### src/rtl/multi_ch_rr_packer_pkg.sv
// -----------------------------------------------------------------------------
// multi_ch_pkg
// Shared definitions for the multi-channel round-robin packer:
//   - uplink header constants (sync byte, channel-id and sequence widths)
//   - output-stage state encoding
//   - pack_uplink_hdr(): builds the 32-bit header {sync, ch id, seq} that sits
//     above the data field of every uplink word.
// The per-channel entry layout {seq, data} depends on DATA_W, so the top
// declares it as a packed struct built from seq_t.
// -----------------------------------------------------------------------------
package multi_ch_pkg;

  localparam logic [7:0] SYNC_BYTE = 8'h5A;
  localparam int         SEQ_W     = 16;
  localparam int         CH_ID_W   = 8;
  localparam int         HDR_W     = 8 + CH_ID_W + SEQ_W;

  typedef logic [SEQ_W-1:0]   seq_t;
  typedef logic [CH_ID_W-1:0] ch_id_t;

  typedef enum logic {
    ST_EMPTY  = 1'b0,
    ST_LOADED = 1'b1
  } out_state_e;

  // Header occupies the top HDR_W bits of the uplink word; data follows.
  function automatic logic [HDR_W-1:0] pack_uplink_hdr(input ch_id_t ch_id,
                                                       input seq_t   seq);
    return {SYNC_BYTE, ch_id, seq};
  endfunction

endpackage

### src/rtl/multi_ch_rr_packer_sc_fifo.sv
// -----------------------------------------------------------------------------
// sc_fifo
// Single-clock first-word-fall-through FIFO.
//   ch1_wrclk  clock (rising edge)
//   rst_n      asynchronous active-low reset (pointers only)
//   wr_en/din  write strobe and data; ignored while full
//   rd_en      pop the head entry; ignored while empty
//   dout       head entry, valid whenever empty=0
//   full/empty status derived from the registered pointers, so a write into
//              an empty FIFO is not visible until the next cycle and a write
//              into a full FIFO is dropped even if a pop happens alongside.
// Params: WIDTH (entry width), DEPTH (power of 2, >= 2).
// -----------------------------------------------------------------------------
module sc_fifo #(
  parameter int WIDTH = 48,
  parameter int DEPTH = 16
) (
  input  logic             ch1_wrclk,
  input  logic             rst_n,
  input  logic             wr_en,
  input  logic [WIDTH-1:0] din,
  input  logic             rd_en,
  output logic [WIDTH-1:0] dout,
  output logic             full,
  output logic             empty
);

  localparam int AW = $clog2(DEPTH);

  logic [WIDTH-1:0] mem [DEPTH];
  // Extra MSB distinguishes full from empty when the address bits match.
  logic [AW:0]      wr_ptr_q, rd_ptr_q;
  logic             push, pop;

  assign full  = (wr_ptr_q[AW] != rd_ptr_q[AW]) &&
                 (wr_ptr_q[AW-1:0] == rd_ptr_q[AW-1:0]);
  assign empty = (wr_ptr_q == rd_ptr_q);
  assign push  = wr_en && !full;
  assign pop   = rd_en && !empty;
  assign dout  = mem[rd_ptr_q[AW-1:0]];

  always_ff @(posedge ch1_wrclk or negedge rst_n) begin
    if (!rst_n) begin
      wr_ptr_q <= '0;
      rd_ptr_q <= '0;
    end else begin
      if (push) wr_ptr_q <= wr_ptr_q + (AW+1)'(1);
      if (pop)  rd_ptr_q <= rd_ptr_q + (AW+1)'(1);
    end
  end

  // NOTE: the storage array has no reset; contents are only ever read behind
  // valid pointers, and leaving it unreset lets it map onto plain RAM.
  always_ff @(posedge ch1_wrclk) begin
    if (push) mem[wr_ptr_q[AW-1:0]] <= din;
  end

endmodule

### src/rtl/multi_ch_rr_packer.sv
// -----------------------------------------------------------------------------
// multi_ch_rr_packer
// N-channel ingest buffer: one sc_fifo per channel, drained round-robin into a
// single registered uplink word {8'h5A, ch id, seq, data} with valid/ready.
// Ports:
//   ch1_wrclk   single clock for all logic
//   rst_n       asynchronous active-low reset
//   ch_wrreq    per-channel write strobe
//   ch_data     channel k data in bits [k*DATA_W +: DATA_W]
//   ch_full     FIFO k full
//   ch_ovf      sticky: a write to channel k was dropped
//   up_ready    uplink sink accepts the current word
//   data_valid  up_data holds a word
//   up_data     {SYNC_BYTE, ch id, seq, data}
//   drop_cnt    (only with MULTI_CH_RR_PACKER_DROP_CNT_EN) per-channel
//               saturating dropped-write counters, 16 bits each
// -----------------------------------------------------------------------------
module multi_ch_rr_packer
  import multi_ch_pkg::*;
#(
  parameter  int NUM_CH = 4,
  parameter  int DATA_W = 32,
  parameter  int DEPTH  = 16,
  localparam int OUT_W  = DATA_W + 32
) (
  input  logic                     ch1_wrclk,
  input  logic                     rst_n,
  input  logic [NUM_CH-1:0]        ch_wrreq,
  input  logic [NUM_CH*DATA_W-1:0] ch_data,
  output logic [NUM_CH-1:0]        ch_full,
  output logic [NUM_CH-1:0]        ch_ovf,
  input  logic                     up_ready,
  output logic                     data_valid,
  output logic [OUT_W-1:0]         up_data
`ifdef MULTI_CH_RR_PACKER_DROP_CNT_EN
  ,
  output logic [NUM_CH*16-1:0]     drop_cnt
`endif
);

  localparam int IDX_W = (NUM_CH > 1) ? $clog2(NUM_CH) : 1;

  typedef struct packed {
    seq_t              seq;
    logic [DATA_W-1:0] data;
  } entry_t;

  entry_t            fifo_din  [NUM_CH];
  entry_t            fifo_dout [NUM_CH];
  logic [NUM_CH-1:0] fifo_empty;
  logic [NUM_CH-1:0] fifo_rd;

  // ---------------------------------------------------------------- channels
  for (genvar k = 0; k < NUM_CH; k++) begin : g_ch
    seq_t seq_q;

    assign fifo_din[k] = '{seq: seq_q, data: ch_data[k*DATA_W +: DATA_W]};

    sc_fifo #(
      .WIDTH ($bits(entry_t)),
      .DEPTH (DEPTH)
    ) u_fifo (
      .ch1_wrclk (ch1_wrclk),
      .rst_n     (rst_n),
      .wr_en     (ch_wrreq[k]),
      .din       (fifo_din[k]),
      .rd_en     (fifo_rd[k]),
      .dout      (fifo_dout[k]),
      .full      (ch_full[k]),
      .empty     (fifo_empty[k])
    );

    // Counts every request, dropped or not, so the sink can see gaps.
    always_ff @(posedge ch1_wrclk or negedge rst_n) begin
      if (!rst_n)           seq_q <= '0;
      else if (ch_wrreq[k]) seq_q <= seq_q + SEQ_W'(1);
    end

`ifdef MULTI_CH_RR_PACKER_DROP_CNT_EN
    logic [15:0] drop_q;

    always_ff @(posedge ch1_wrclk or negedge rst_n) begin
      if (!rst_n) begin
        drop_q <= '0;
      end else if (ch_wrreq[k] && ch_full[k] && (drop_q != 16'hFFFF)) begin
        drop_q <= drop_q + 16'd1;
      end
    end

    assign drop_cnt[k*16 +: 16] = drop_q;
    assign ch_ovf[k]            = (drop_q != '0);
`else
    logic ovf_q;

    always_ff @(posedge ch1_wrclk or negedge rst_n) begin
      if (!rst_n)                         ovf_q <= 1'b0;
      else if (ch_wrreq[k] && ch_full[k]) ovf_q <= 1'b1;
    end

    assign ch_ovf[k] = ovf_q;
`endif
  end

  // ---------------------------------------------------------------- arbiter
  logic [IDX_W-1:0] start_q;     // next channel to try first
  logic [IDX_W-1:0] grant_idx;
  logic [IDX_W-1:0] next_start;
  logic             any_pend;
  logic             do_pop;
  entry_t           sel_entry;
  out_state_e       state_q;
  logic             data_valid_q;
  logic [OUT_W-1:0] up_data_q;

  function automatic logic [IDX_W-1:0] rr_idx(input logic [IDX_W-1:0] start,
                                               input int               offs);
    int c;
    c = int'(start) + offs;
    if (c >= NUM_CH) c -= NUM_CH;
    return IDX_W'(c);
  endfunction

  always_comb begin
    // NOTE: every output of this block gets a default before the loop, so no
    // path leaves a value unassigned and no latch is inferred.
    grant_idx = '0;
    any_pend  = 1'b0;
    for (int i = 0; i < NUM_CH; i++) begin
      if (!any_pend && !fifo_empty[rr_idx(start_q, i)]) begin
        any_pend  = 1'b1;
        grant_idx = rr_idx(start_q, i);
      end
    end
  end

  // The output register can take a new word when empty or when the current
  // word is leaving this cycle, giving one word per cycle under up_ready=1.
  assign do_pop     = any_pend && ((state_q == ST_EMPTY) || up_ready);
  assign sel_entry  = fifo_dout[grant_idx];
  assign next_start = (int'(grant_idx) == NUM_CH - 1) ? '0
                                                      : grant_idx + IDX_W'(1);

  always_comb begin
    fifo_rd = '0;
    if (do_pop) fifo_rd[grant_idx] = 1'b1;
  end

  // ------------------------------------------------------------ output stage
  always_ff @(posedge ch1_wrclk or negedge rst_n) begin
    if (!rst_n) begin
      state_q      <= ST_EMPTY;
      data_valid_q <= 1'b0;
      up_data_q    <= '0;
      start_q      <= '0;
    end else begin
      // NOTE: non-blocking assignments throughout, so every decision in this
      // block sees the pre-edge register values regardless of statement order.
      case (state_q)
        ST_EMPTY: begin
          if (do_pop) begin
            state_q      <= ST_LOADED;
            data_valid_q <= 1'b1;
            up_data_q    <= {pack_uplink_hdr(ch_id_t'(grant_idx), sel_entry.seq),
                             sel_entry.data};
            start_q      <= next_start;
          end
        end
        ST_LOADED: begin
          if (do_pop) begin
            up_data_q <= {pack_uplink_hdr(ch_id_t'(grant_idx), sel_entry.seq),
                          sel_entry.data};
            start_q   <= next_start;
          end else if (up_ready) begin
            state_q      <= ST_EMPTY;
            data_valid_q <= 1'b0;
          end
        end
        default: begin
          state_q      <= ST_EMPTY;
          data_valid_q <= 1'b0;
        end
      endcase
    end
  end

  assign data_valid = data_valid_q;
  assign up_data    = up_data_q;

endmodule

### config.mk
export PLATFORM = sky130hd
export DESIGN_NAME = multi_ch_rr_packer
export DESIGN_NICKNAME = d
export VERILOG_FILES = /design/src/rtl/multi_ch_rr_packer_pkg.sv /design/src/rtl/multi_ch_rr_packer_sc_fifo.sv /design/src/rtl/multi_ch_rr_packer.sv
export SDC_FILE = /design/constraint.sdc
export NUM_CORES = 2
export LEC_CHECK = 0
export CORE_MARGIN = 4
export CORE_UTILIZATION = 55
export DETAILED_ROUTE_END_ITERATION = 7
export GPL_TIMING_DRIVEN = 0
export PLACE_DENSITY = 0.74
export SYNTH_ARGS = -nofsm -noshare
export SYNTH_HDL_FRONTEND = slang
export SYNTH_SLANG_ARGS = --single-unit
### constraint.sdc
create_clock -name ch1_wrclk -period 4.9 [get_ports ch1_wrclk]
set_input_delay 0.735 -clock ch1_wrclk [delete_from_list [all_inputs] [get_ports ch1_wrclk]]
set_output_delay 0.735 -clock ch1_wrclk [all_outputs]
set_load 0.01 [all_outputs]
== Yosys cells after proc, flatten, opt, wreduce, memory -nomap -nowiden ==
Memory sizes are Yosys's and may differ from the RTL's.
Cells that the tools add are included.

* Register bits: 176
* Bits in writable memories: 3,072
* Output and inout bits: 73
* Word-level logic and storage cells: 154
* Memories: 4

{| class="wikitable"
|+ Memories
! memory !! depth !! bits a word !! rd ports !! clocked after Yosys merged registers in !! write ports !! line !! text
|-
| g_ch[0].u_fifo.mem || 16 || 48 || 1 || 0 || 1 || multi_ch_rr_packer_sc_fifo.sv:30 || <nowiki>logic [WIDTH-1:0] mem [DEPTH];</nowiki>
|-
| g_ch[1].u_fifo.mem || 16 || 48 || 1 || 0 || 1 || multi_ch_rr_packer_sc_fifo.sv:30 ||
|-
| g_ch[2].u_fifo.mem || 16 || 48 || 1 || 0 || 1 || multi_ch_rr_packer_sc_fifo.sv:30 ||
|-
| g_ch[3].u_fifo.mem || 16 || 48 || 1 || 0 || 1 || multi_ch_rr_packer_sc_fifo.sv:30 ||
|}

* Add/subtract/negate cells: 20
* Magnitude comparators: 11
* Eq/ne operators: 16
* Mux-type cells: 45
* Bitwise logic cells: 2
* Reduce and logical (&&, ||, !) cells: 36

{| class="wikitable"
|+ Operators with widths
! cell !! number
|-
| $bmux 48 s2 || 1
|-
| $mux 48 || 2
|-
| $add 16x1->16 const B || 4
|-
| $mux 64 || 1
|-
| $add 5x1->5 const B || 8
|-
| $mux 1 || 23
|-
| $logic_and 1x1->1 || 21
|-
| $eq 5x5->1 || 4
|-
| $mux 2 || 10
|-
| $eq 4x4->1 || 4
|-
| $lt 2x3->1 const B || 5
|-
| $logic_not 1->1 || 13
|-
| $ge 3x3->1 const B || 4
|-
| $bmux 1 s2 || 4
|-
| $sub 2x1->2 const B || 4
|-
| $add 2x2->3 const B || 2
|-
| $ne 2x2->1 const B || 3
|-
| $mux 4 || 1
|-
| $ne 1x1->1 || 4
|-
| $pmux 1 s2 || 2
|-
| $add 2x1->3 const B || 1
|-
| $ge 2x3->1 const B || 1
|-
| $not 2->3 || 1
|-
| $reduce_and 3->1 || 1
|-
| 6 further kinds || 6
|}

== Depth between registers and ports, before layout ==
* Depth in word-level cells: 20
* Gate-level depth with buffers: 15

== Cells and area by module ==
A second synthesis with hierarchy kept.

* Cells, all modules: 5,990
* Area, all modules: 127,158.2 um^2

{| class="wikitable"
|+ By module, submodules not included
! module !! instances !! cells an instance !! area each (um^2)
|-
| sc_fifo (g_ch[1].u_fifo) || 1 || 1,356 || 30,320.3
|-
| sc_fifo (g_ch[3].u_fifo) || 1 || 1,358 || 30,133.9
|-
| sc_fifo (g_ch[2].u_fifo) || 1 || 1,356 || 30,122.6
|-
| sc_fifo (g_ch[0].u_fifo) || 1 || 1,356 || 30,117.6
|-
| multi_ch_rr_packer || 1 || 564 || 6,463.7
|}

== Worst setup path after synthesis ==
Ideal clock, no wire load.

* Kind: input-to-reg
* Start: input port ch_wrreq[2]
* End: memory g_ch[2].u_fifo.mem[3][0], enable pin
* Arrival time: 4,821 ps
* Path slack: -434 ps
* Stages: 5
* Buffers on the path: 2
* Cells stage by stage: clkbuf_1 -> nor2b_1 -> clkbuf_1 -> nand2_1 -> nor3_1

* Word-level cells in the longest chain between the ends: 3

{| class="wikitable"
|+ Ends and longest elaborated chain
! item !! line !! text
|-
| start, declared || multi_ch_rr_packer.sv:28 || <nowiki>input logic [NUM_CH-1:0] ch_wrreq,</nowiki>
|-
| $logic_and 1x1->1 || multi_ch_rr_packer_sc_fifo.sv:38 || <nowiki>assign push = wr_en && !full;</nowiki>
|-
| $mux 1 || multi_ch_rr_packer_sc_fifo.sv:55 || <nowiki>if (push) mem[wr_ptr_q[AW-1:0]] <= din;</nowiki>
|-
| $mux 1 (implied by the code) || multi_ch_rr_packer_sc_fifo.sv:55 ||
|-
| end, declared || multi_ch_rr_packer_sc_fifo.sv:30 ||
|}

Every way passes these cells.

== Worst setup path after layout ==
* Start: register g_ch[1].u_fifo.rd_ptr_q[1]
* End: output port ch_full[1]

* Word-level cells in the longest chain between the ends: 2

{| class="wikitable"
|+ Ends and longest elaborated chain
! item !! line !! text
|-
| start, declared || multi_ch_rr_packer_sc_fifo.sv:32 || <nowiki>logic [AW:0] wr_ptr_q, rd_ptr_q;</nowiki>
|-
| start signal, assigned || multi_ch_rr_packer_sc_fifo.sv:48 || <nowiki>if (pop) rd_ptr_q <= rd_ptr_q + (AW+1)'(1);</nowiki>
|-
| $eq 4x4->1 || multi_ch_rr_packer_sc_fifo.sv:36 || <nowiki>(wr_ptr_q[AW-1:0] == rd_ptr_q[AW-1:0]);</nowiki>
|-
| $logic_and 1x1->1 || multi_ch_rr_packer_sc_fifo.sv:35 || <nowiki>assign full = (wr_ptr_q[AW] != rd_ptr_q[AW]) &&</nowiki>
|-
| end, declared || multi_ch_rr_packer.sv:30 || <nowiki>output logic [NUM_CH-1:0] ch_full,</nowiki>
|}

Every way passes these cells.

==> flow_metrics.env <==
export IMPL_arrival_ns=3.96
export IMPL_numCtsBuffers=334
export IMPL_finalCritPeriodShare_pct=95.78
export IMPL_die_area_um2=233700
export IMPL_cts_num_sinks=3235
export IMPL_finalHoldViolCount=0
export IMPL_clk_insertion_delay_late_ns=0.95
export IMPL_final_cells=9250
export IMPL_post_cts_buffers=0
export IMPL_async_flop_share_pct=5.039
export IMPL_finalMaxSlewViolations=0
export IMPL_synth_ff_type="edfxtp_1"
export IMPL_tns_ns=0
export IMPL_max_cap_violations=0
export IMPL_synth_area_leaders="edfxtp_1 (74%), mux4_2 (17%), dfrtp_1 (3.3%), mux2i_1 (0.77%), xnor2_1 (0.53%)"
export IMPL_path_cells="clkbuf_1 -> xor2_1 -> nor4_1 -> nor2b_2 -> buf_4 -> clkdlybuf4s50_1"
export IMPL_avgSynthCellArea_um2=23.57
export IMPL_path_class="register to output port"
export IMPL_ys_types=53
export IMPL_rsz0062_at_grt="no"
export IMPL_chipHeight_um=483.4
export IMPL_dr_total_vias=61623
export IMPL_place_ws_ns=0.4715
export IMPL_status="completed"
export IMPL_htreeDepth=5
export IMPL_mostFrequentLayoutCell="edfxtp_1"
export IMPL_core_region_area_um2=224900
export IMPL_cts_tree="built"
export IMPL_ir_drop_mv=0.3856
export IMPL_worst_slew_pin_slew_ns=1.332
export IMPL_setup_viol=0
export IMPL_yosysSeqAreaShare_pct=77.49
export IMPL_final_setup_worst_slack_ns=0.2068
export IMPL_ff2ff_setup_slack_ns=0.28
export IMPL_worstPathMaxFanout=6
export IMPL_viasPerCell=6.662
export IMPL_drt_pre_antenna_iters=6
export IMPL_dr_first_iter_drc_count=9397
export IMPL_yosys_area_top_type_share_pct=74.21
export IMPL_total_power_mw=88.47
export IMPL_cpLargestDelayFamily="buffers and inverters"
export IMPL_slew_headroom_pct=8.668
export IMPL_crit_buf_inv=3
export IMPL_syn2layout_area_growth_pct=16.19
export IMPL_holdWs_ns=0.2655
export IMPL_end_kind="output port"
export IMPL_skew_ns=0.06142
export IMPL_stdcell_area_um2=144400
export IMPL_yosys_warnings=0
export IMPL_grtUsageTotal_pct=28.47
export IMPL_crit_path_start_kind="register"
export IMPL_critPathSlowestCell="clkbuf_1"
export IMPL_grt_pass1_wl_um=471700
export IMPL_fp_dieW_um=483.4
export IMPL_synth_edf_count=3072
export IMPL_min_period_ns=4.693
export IMPL_power_density_nw_per_um2=612.5
export IMPL_start_util_pct=55.27
export IMPL_clk_pin_slew_ns=0.06
export IMPL_dp_hpwl_um=209700
export IMPL_synth_top_cell_by_area="edfxtp_1"
export IMPL_antenna_left=0
export IMPL_max_freq_mhz=213.1
export IMPL_cts_max_path_buffers=4
export IMPL_post_route_util_pct=64.22
export IMPL_p_leak_nw=45.73
export IMPL_drt_wl_total_um=331000
export IMPL_place_congestion=0.8394
export IMPL_syn_area_um2=124300
export IMPL_place_inst=8636
export IMPL_drive_gt1_share_pct=28.10
export IMPL_layout_common_cells="edfxtp_1 (3072), mux4_2 (913), clkbuf_16 (342)"
export IMPL_grt_ovfl_total=0
export IMPL_grt_start_max_net_pins=109
export IMPL_hold_path_class="input port to register"
export IMPL_ys_ff_latch=3235
export IMPL_drc=0
export IMPL_routedWlPerCell_um=35.78
export IMPL_fill_cells=13822
export IMPL_portBuffers=193
export IMPL_io_pins=208
export IMPL_syn_inst=5274
export IMPL_grt_pass1_vias=62434
export IMPL_antenna_found_initial=33
export IMPL_root_buffer="clkbuf_16"
export IMPL_worstPathRequired_ns=4.16
export IMPL_rows=174
export IMPL_placed_area_um2=134100
export IMPL_final_nets=6141
export IMPL_critPathMaxStageDelay_ns=0.62
-- cells in the mapped netlist, types with 2 or more instances --
library cell	instances
edfxtp_1	3072
mux4_2	913
clkbuf_1	166
dfrtp_1	163
mux2i_1	95
buf_2	75
xnor2_1	75
nor3_1	70
nor2_1	69
nand2_1	55
nor2b_1	53
a21oi_1	51
a211oi_2	48
o32ai_1	48
a211oi_1	47
buf_1	42
xor2_1	39
ha_1	25
nand3_1	25
nand4_1	24
buf_4	23
and3_1	14
inv_1	14
nand2b_1	10
mux2_2	7
buf_12	6
o21ai_0	6
a21o_1	5
and4_1	3
mux2_1	3
and2_1	2
buf_6	2
o211ai_1	2
o21ai_2	2
or3_1	2
-- sequential cells by signal (all words and copies together), names as in the netlist --
register,cells
up_data,51
g_ch.u_fifo.rd_ptr_q,20
start_q,2
g_ch.u_fifo.wr_ptr_q,20
data_valid,1
g_ch.seq_q,64
g_ch.ovf_q,4
state_q,1
g_ch.u_fifo.mem,3072
-- kinds of logic (layout without fill, tap and decap cells) --
| logic type | Yosys count | after routing | synth area share (%) |
|---|---|---|---|
| compound gates | 215 | 215 | 1.434 |
| xor+xnor | 114 | 114 | 0.8033 |
| fa+ha+maj | 25 | 25 | 0.2516 |
| buf+inv | 330 | 1281 | 1.235 |
| flops | 3235 | 3235 | 77.49 |
| mux | 1018 | 1018 | 17.40 |
| other cells | 1 | 34 | 0.003017 |
| simple gates | 336 | 336 | 1.380 |
-- report_power, final --
| part | total [mW] | leakage, nW | internal [mW] | switching (mW) |
|---|---|---|---|---|
| clock network | 24.0 | 5.00 | 13.8 | 10.2 |
| logic | 28.7 | 10.9 | 11.6 | 17.1 |
| registers | 35.7 | 29.9 | 33.9 | 1.80 |
-- final cells by class --
cell class / count / area [um2] / share of cell area (%)
Sequential cell: 3235 / 96330 / 66.69
Multi-Input combinational cell: 1718 / 27000 / 18.69
Clock buffer: 433 / 9020 / 6.245
Timing Repair Buffer: 362 / 5553 / 3.845
Tap cell: 2992 / 3744 / 2.592
Buffer: 315 / 1476 / 1.022
Clock inverter: 156 / 1196 / 0.8282
Antenna cell: 24 / 60.06 / 0.04158
Inverter: 15 / 58.81 / 0.04072
-- what timing repair did --
| action | CTS | global route |
|---|---|---|
| hold endpoints to repair | 55 | 0 |
| endpoints found under the setup margin | 0 | 1 |
| resized for setup | 0 | 1 |
| hold buffers | 1 | 0 |
-- path summary, 6_finish.rpt --
kind | startpoint | end | cells after the start
worst min-delay path | ch_wrreq[0] | g_ch[0].seq_q[0] | 2
worst max register to register | g_ch[2].u_fifo.rd_ptr_q[0] | up_data[13] | 7
max in group asynchronous | rst_n | g_ch[3].u_fifo.wr_ptr_q[0] | 3
worst max-delay path | g_ch[1].u_fifo.rd_ptr_q[1] | ch_full[1] | 6
worst min register to register | g_ch[0].ovf_q | g_ch[0].ovf_q | 1
min in group asynchronous | rst_n | g_ch[1].ovf_q | 2
-- routing by layer --
layer	up-vias	routed length, um	GRT usage, %
li1	23943	-	-
met4	16	20930	15.25
met2	4366	157800	44.05
met5	-	109	0
met1	32521	116700	38.73
met3	777	35400	5.951
(Power assumes the default switching activity.)
